<file path="src/rtl/branch_predictor_if.sv">
// Fetch/EX-side signal bundle for branch_predictor.
// Stats ports exist only when BP_STATS_EN is defined.
interface branch_predictor_if #(
  parameter int PC_WIDTH = 32
);
  logic [PC_WIDTH-1:0] IF_pc;
  logic [1:0]          IF_prediction;
  logic                IF_predict_taken;
  logic                ready;
  logic                EX_Branch;
  logic [PC_WIDTH-1:0] EX_pc;
  logic [1:0]          prediction_status;
  logic                mispredict;
`ifdef BP_STATS_EN
  logic [31:0]         stat_branches;
  logic [31:0]         stat_mispredicts;
`endif

  modport master (
`ifdef BP_STATS_EN
    input  stat_branches, stat_mispredicts,
`endif
    output IF_pc, EX_Branch, EX_pc, prediction_status,
    input  IF_prediction, IF_predict_taken, ready, mispredict
  );

  modport slave (
`ifdef BP_STATS_EN
    output stat_branches, stat_mispredicts,
`endif
    input  IF_pc, EX_Branch, EX_pc, prediction_status,
    output IF_prediction, IF_predict_taken, ready, mispredict
  );
endinterface

</file>
<file path="src/rtl/branch_predictor.sv">
// Direct-mapped 2-bit saturating-counter direction predictor with a reset-time init sweep.
// Optional BP_STATS_EN adds 32-bit branch / mispredict counters.
module branch_predictor #(
  parameter int INDEX_BITS = 6,
  parameter int PC_WIDTH   = 32
) (
  input logic               clk,
  input logic               rst,
  branch_predictor_if.slave bp
);
  localparam int ENTRIES = 1 << INDEX_BITS;

  typedef enum logic {S_INIT, S_RUN} state_e;

  state_e                state_q, state_d;
  logic [INDEX_BITS-1:0] ptr_q, ptr_d;
  logic [1:0]            ctr_q [ENTRIES];

  logic [INDEX_BITS-1:0] if_idx, ex_idx, wr_idx;
  logic [1:0]            ex_cur, ex_new, wr_val;
  logic                  taken, upd_en, wr_en, ready;

  assign if_idx = bp.IF_pc[INDEX_BITS+1:2];
  assign ex_idx = bp.EX_pc[INDEX_BITS+1:2];
  assign ex_cur = ctr_q[ex_idx];
  assign taken  = (bp.prediction_status == 2'd0) || (bp.prediction_status == 2'd3);

  always_comb begin
    ex_new = ex_cur;
    if (taken) begin
      if (ex_cur != 2'b11) ex_new = ex_cur + 2'd1;
    end else begin
      if (ex_cur != 2'b00) ex_new = ex_cur - 2'd1;
    end
  end

  always_comb begin
    state_d = state_q;
    ptr_d   = ptr_q;
    ready   = 1'b0;
    upd_en  = 1'b0;
    wr_en   = 1'b0;
    wr_idx  = ptr_q;
    wr_val  = 2'b01;
    case (state_q)
      S_INIT: begin
        wr_en = 1'b1;
        ptr_d = ptr_q + 1'b1;
        if (ptr_q == '1) state_d = S_RUN;
      end
      default: begin
        ready = 1'b1;
        if (bp.EX_Branch) begin
          upd_en = 1'b1;
          wr_en  = 1'b1;
          wr_idx = ex_idx;
          wr_val = ex_new;
        end
      end
    endcase
  end

  always_ff @(posedge clk or posedge rst) begin
    if (rst) begin
      state_q <= S_INIT;
      ptr_q   <= '0;
    end else begin
      state_q <= state_d;
      ptr_q   <= ptr_d;
    end
  end

  // Counter array is deliberately not reset; the init sweep rebuilds it.
  always_ff @(posedge clk) begin
    if (wr_en) ctr_q[wr_idx] <= wr_val;
  end

  // Write-first: a same-cycle update to the fetched index is forwarded.
  always_comb begin
    if (!ready)                            bp.IF_prediction = 2'b01;
    else if (upd_en && (ex_idx == if_idx)) bp.IF_prediction = ex_new;
    else                                   bp.IF_prediction = ctr_q[if_idx];
  end

  assign bp.IF_predict_taken = bp.IF_prediction[1];
  assign bp.ready            = ready;
  assign bp.mispredict       = bp.EX_Branch && ready && (bp.prediction_status <= 2'd1);

`ifdef BP_STATS_EN
  logic [31:0] stat_br_q, stat_mis_q;

  always_ff @(posedge clk or posedge rst) begin
    if (rst) begin
      stat_br_q  <= '0;
      stat_mis_q <= '0;
    end else if (state_q == S_RUN) begin
      if (bp.EX_Branch)  stat_br_q  <= stat_br_q + 32'd1;
      if (bp.mispredict) stat_mis_q <= stat_mis_q + 32'd1;
    end
  end

  assign bp.stat_branches    = stat_br_q;
  assign bp.stat_mispredicts = stat_mis_q;
`endif

  logic unused_pc_bits;
  assign unused_pc_bits = ^{bp.IF_pc, bp.EX_pc};
endmodule
</file>
<file path="src/flat_wrapper.sv">
// flat-port wrapper written by rule: the top's interface ports become plain ports
module branch_predictor_flat 
#(
  parameter int INDEX_BITS = 6,
  parameter int PC_WIDTH   = 32
)
  (clk, rst, bp_IF_pc, bp_EX_Branch, bp_EX_pc, bp_prediction_status, bp_IF_prediction, bp_IF_predict_taken, bp_ready, bp_mispredict);
  branch_predictor_if #(.PC_WIDTH(PC_WIDTH)) bp_i ();
  input logic clk;
  input logic rst;
  input wire logic [$bits(bp_i.IF_pc)-1:0] bp_IF_pc;
  input wire logic [$bits(bp_i.EX_Branch)-1:0] bp_EX_Branch;
  input wire logic [$bits(bp_i.EX_pc)-1:0] bp_EX_pc;
  input wire logic [$bits(bp_i.prediction_status)-1:0] bp_prediction_status;
  output wire logic [$bits(bp_i.IF_prediction)-1:0] bp_IF_prediction;
  output wire logic [$bits(bp_i.IF_predict_taken)-1:0] bp_IF_predict_taken;
  output wire logic [$bits(bp_i.ready)-1:0] bp_ready;
  output wire logic [$bits(bp_i.mispredict)-1:0] bp_mispredict;
  assign bp_i.IF_pc = bp_IF_pc;
  assign bp_i.EX_Branch = bp_EX_Branch;
  assign bp_i.EX_pc = bp_EX_pc;
  assign bp_i.prediction_status = bp_prediction_status;
  assign bp_IF_prediction = bp_i.IF_prediction;
  assign bp_IF_predict_taken = bp_i.IF_predict_taken;
  assign bp_ready = bp_i.ready;
  assign bp_mispredict = bp_i.mispredict;
  branch_predictor #(.INDEX_BITS(INDEX_BITS), .PC_WIDTH(PC_WIDTH)) u_core (.clk(clk), .rst(rst), .bp(bp_i));
endmodule
</file>
<file path="config.mk">
export PLATFORM = sky130hd
export DESIGN_NAME = branch_predictor_flat
export DESIGN_NICKNAME = d
export VERILOG_FILES = /design/src/rtl/branch_predictor_if.sv /design/src/rtl/branch_predictor.sv /design/src/flat_wrapper.sv
export SDC_FILE = /design/constraint.sdc
export NUM_CORES = 1
export LEC_CHECK = 0
export BUFFER_PORTS_ARGS = -buffer_cell sky130_fd_sc_hd__buf_2
export CORE_MARGIN = 3
export CORE_UTILIZATION = 56
export DETAILED_ROUTE_END_ITERATION = 8
export HOLD_SLACK_MARGIN = 0.06
export PLACE_DENSITY = 0.83
export SYNTH_ARGS = -nofsm -noshare
export SYNTH_HDL_FRONTEND = slang
export SYNTH_SLANG_ARGS = --single-unit
</file>
<file path="constraint.sdc">
create_clock -name clk -period 5.3 [get_ports clk]
set_clock_uncertainty 0.1 [all_clocks]
set_input_delay 1.06 -clock clk [delete_from_list [all_inputs] [get_ports clk]]
set_output_delay 1.06 -clock clk [all_outputs]
set_load 0.02 [all_outputs]
</file>
==> impl_metrics.env <==
export IMPL_vias=4762
export IMPL_ys_flop_type="edfxtp_1"
export IMPL_place_gp_congestion=0.926
export IMPL_ys_types=50
export IMPL_slew_headroom_pct=35.4
export IMPL_final_cells=686
export IMPL_pin_count=74
export IMPL_yosysSeqAreaShare_pct=56.7
export IMPL_dp_cells=654
export IMPL_ys_warn_count=0
export IMPL_hold_viol=0
export IMPL_grt_pass1_wl_mm=27.2
export IMPL_postCtsSetupBuffers=0
export IMPL_ys_ff_latch=135
export IMPL_cts_made_buffers=17
export IMPL_drt_iter0_drc=854
export IMPL_syn_to_final_growth_pct=12.0
export IMPL_drive_gt1_share_pct=23.6
export IMPL_vias_per_cell=6.94
export IMPL_clk_root_buffer_cell="clkbuf_16"
export IMPL_totalPowerFinal_mw=2.48
export IMPL_grt_busiest_layer="met2"
export IMPL_cts_resized=0
export IMPL_place_area_sq_um=7320
export IMPL_vdd_drop_max_uv=218
export IMPL_synthCells=486
export IMPL_cts_sinks=135
export IMPL_netlist_area_sq_um=7090
export IMPL_port_buffers=21
export IMPL_die_h_um=118
export IMPL_setup_slack_ps=371
export IMPL_status="completed"
export IMPL_drt_wl_total_mm=17.6
export IMPL_synthArstFlopShare_pct=5.19
export IMPL_setup_viol=0
export IMPL_power_density_nw_per_um2=313
export IMPL_htree_num_levels=4
export IMPL_cp_end_kind="primary output"
export IMPL_diodes=0
export IMPL_finalInstanceArea_sq_um=7940
export IMPL_hp_class="reg -> reg"
export IMPL_clock_fmax_mhz=203
export IMPL_tns_ps=0
export IMPL_cts_hold_fix_buffers=0
export IMPL_antenna_left=0
export IMPL_crit_type="in -> out"
export IMPL_drc_errors=0
export IMPL_crit_slowest_cell="buf_2"
export IMPL_hpwl_mm=11.2
export IMPL_whs_ps=427
export IMPL_setup_worst_path_start="bp_EX_pc[3]"
export IMPL_syn_num_nets=557
export IMPL_met1_usage_pct=34.1
export IMPL_cp_top_family="buffers and inverters"
export IMPL_synth_edf_count=128
export IMPL_core_area_sq_um=12200
export IMPL_p_leak_nw=2.18
export IMPL_use_met3_pct=8.04
export IMPL_cts_buffer_depth=2
export IMPL_use_met2_pct=40.8
export IMPL_die_area_sq_um=14000
export IMPL_critPathMaxStageDelay_ps=720
export IMPL_grt_max_degree=45
export IMPL_antenna_found_initial=0
export IMPL_post_route_util_pct=65.0
export IMPL_crit_arrival_ps=3770
export IMPL_fillers=871
export IMPL_worstPathRequired_ps=4140
export IMPL_syn_area_per_cell_sq_um=14.6
export IMPL_pre_cts_slack_ps=465
export IMPL_cp_cell_sequence="buf_2 -> mux4_2 -> and4_1 -> a31oi_1 -> nand4_1 -> o21ai_0 -> a31oi_1 -> buf_2"
export IMPL_nNetsFinal=576
export IMPL_worst_slew_pin_slew_ps=969
export IMPL_start_util_pct=58.0
export IMPL_gr_total_overflow=0
export IMPL_rsz0062_at_grt="false"
export IMPL_cap_violations=0
export IMPL_worstHoldStart="u_core.ptr_q[3]"
export IMPL_critical_path_buf_inv_count=2
export IMPL_start_kind="input port"
export IMPL_worstReg2RegStart="u_core.ctr_q[51][1]"
export IMPL_min_period_over_period_pct=93.0
export IMPL_tritoncts="built"
export IMPL_drv_slew=0
export IMPL_grt_pass1_vias=4772
export IMPL_finalCriticalPeriod_ps=4930
export IMPL_clkTransAtPathRegs_ps=60
export IMPL_drt_first_pass_iters=5
export IMPL_fp_row_count=40
export IMPL_crit_fanout=34
export IMPL_grt_use_total_pct=26.1
export IMPL_clk_latency_ps=420
export IMPL_wl_per_cell_um=25.7
export IMPL_chipWidth_um=118
worst paths after layout:
kind / end / slack, ps / depth (start not counted)
worst min-delay path: u_core.ptr_q[3] / 430 / 1
max in group asynchronous: u_core.ptr_q[0] / 4430 / 2
worst max register to register: u_core.ctr_q[10][1] / 2210 / 7
worst max-delay path: bp_IF_predict_taken / 370 / 8
worst min register to register: u_core.ptr_q[3] / 430 / 1
min in group asynchronous: u_core.ptr_q[2] / 450 / 2
flip-flops by register name, summed over array words and instances (netlist names):
signal / cells
u_core.ctr_q: 128
u_core.ptr_q: 6
u_core.state_q: 1
routing by layer:
| metal | share of wire, % | wire, um | up-vias |
|---|---|---|---|
| met5 | 0 | 0 | - |
| met4 | 3.7 | 650 | 0 |
| met3 | 11 | 1910 | 57 |
| met2 | 48 | 8520 | 368 |
| met1 | 37 | 6530 | 2363 |
| li1 | - | - | 1974 |
cells in the mapped netlist, drive strengths merged (2+ instances only):
cell | instances | share of area (%)
a22oi | 14 | 1.5
ha | 2 | 0.35
dfrtp | 7 | 2.5
a2111oi | 2 | 0.25
mux2 | 8 | 1.3
nand2 | 33 | 1.7
o311ai | 2 | 0.25
nand3b | 6 | 0.64
and2 | 3 | 0.26
a311oi | 2 | 0.25
nand2b | 7 | 0.62
a211oi | 4 | 0.42
nor2b | 10 | 0.88
inv | 6 | 0.32
a21oi | 6 | 0.42
edfxtp | 128 | 54
nor3 | 3 | 0.21
buf | 11 | 1.1
o21ai | 11 | 0.78
nand4 | 5 | 0.44
or3 | 5 | 0.44
a211o | 2 | 0.25
o221ai | 2 | 0.25
o21a | 4 | 0.42
mux2i | 11 | 1.6
a31oi | 4 | 0.35
o22ai | 6 | 0.53
nand3 | 9 | 0.64
nor2 | 72 | 3.8
mux4 | 57 | 19
o31ai | 3 | 0.51
clkbuf | 21 | 1.8
xnor2 | 10 | 1.2
cell type report:
cell class | instances | area (sq um) | area share (%)
inverter | 6 | 22.5 | 0.284
sequential | 135 | 4020 | 50.6
tap | 168 | 210 | 2.65
clock inverter | 15 | 185 | 2.33
timing repair buffer | 32 | 213 | 2.68
multi-input combinational | 313 | 2860 | 36.0
clock buffer | 17 | 425 | 5.36
cell families after synthesis:
group	synth area share, %
buffers and inverters	3.25
DFF	56.7
and+or+nand+nor	10.1
muxes	21.4
AOI/OAI and AO/OA	6.87
adders and majority gates	0.353
xor gates and xnor gates	1.36
cells in the final DEF, fill, tap and decap left out, types with 8 or more instances in the layout:
| master | count |
|---|---|
| a22oi_1 | 14 |
| buf_4 | 9 |
| nand3_1 | 9 |
| clkbuf_16 | 17 |
| mux4_1 | 8 |
| mux4_2 | 49 |
| nor2b_1 | 10 |
| mux2_2 | 8 |
| nand2_1 | 33 |
| edfxtp_1 | 128 |
| nor2_1 | 72 |
| mux2i_1 | 11 |
| buf_2 | 21 |
| xnor2_1 | 10 |
| o21ai_0 | 10 |
report_power, final:
group | switching [mW] | internal, mW
registers | 0 | 1.15
clock network | 0.430 | 0.778
logic | 0.0768 | 0.0495
(Power assumes the default switching activity.)
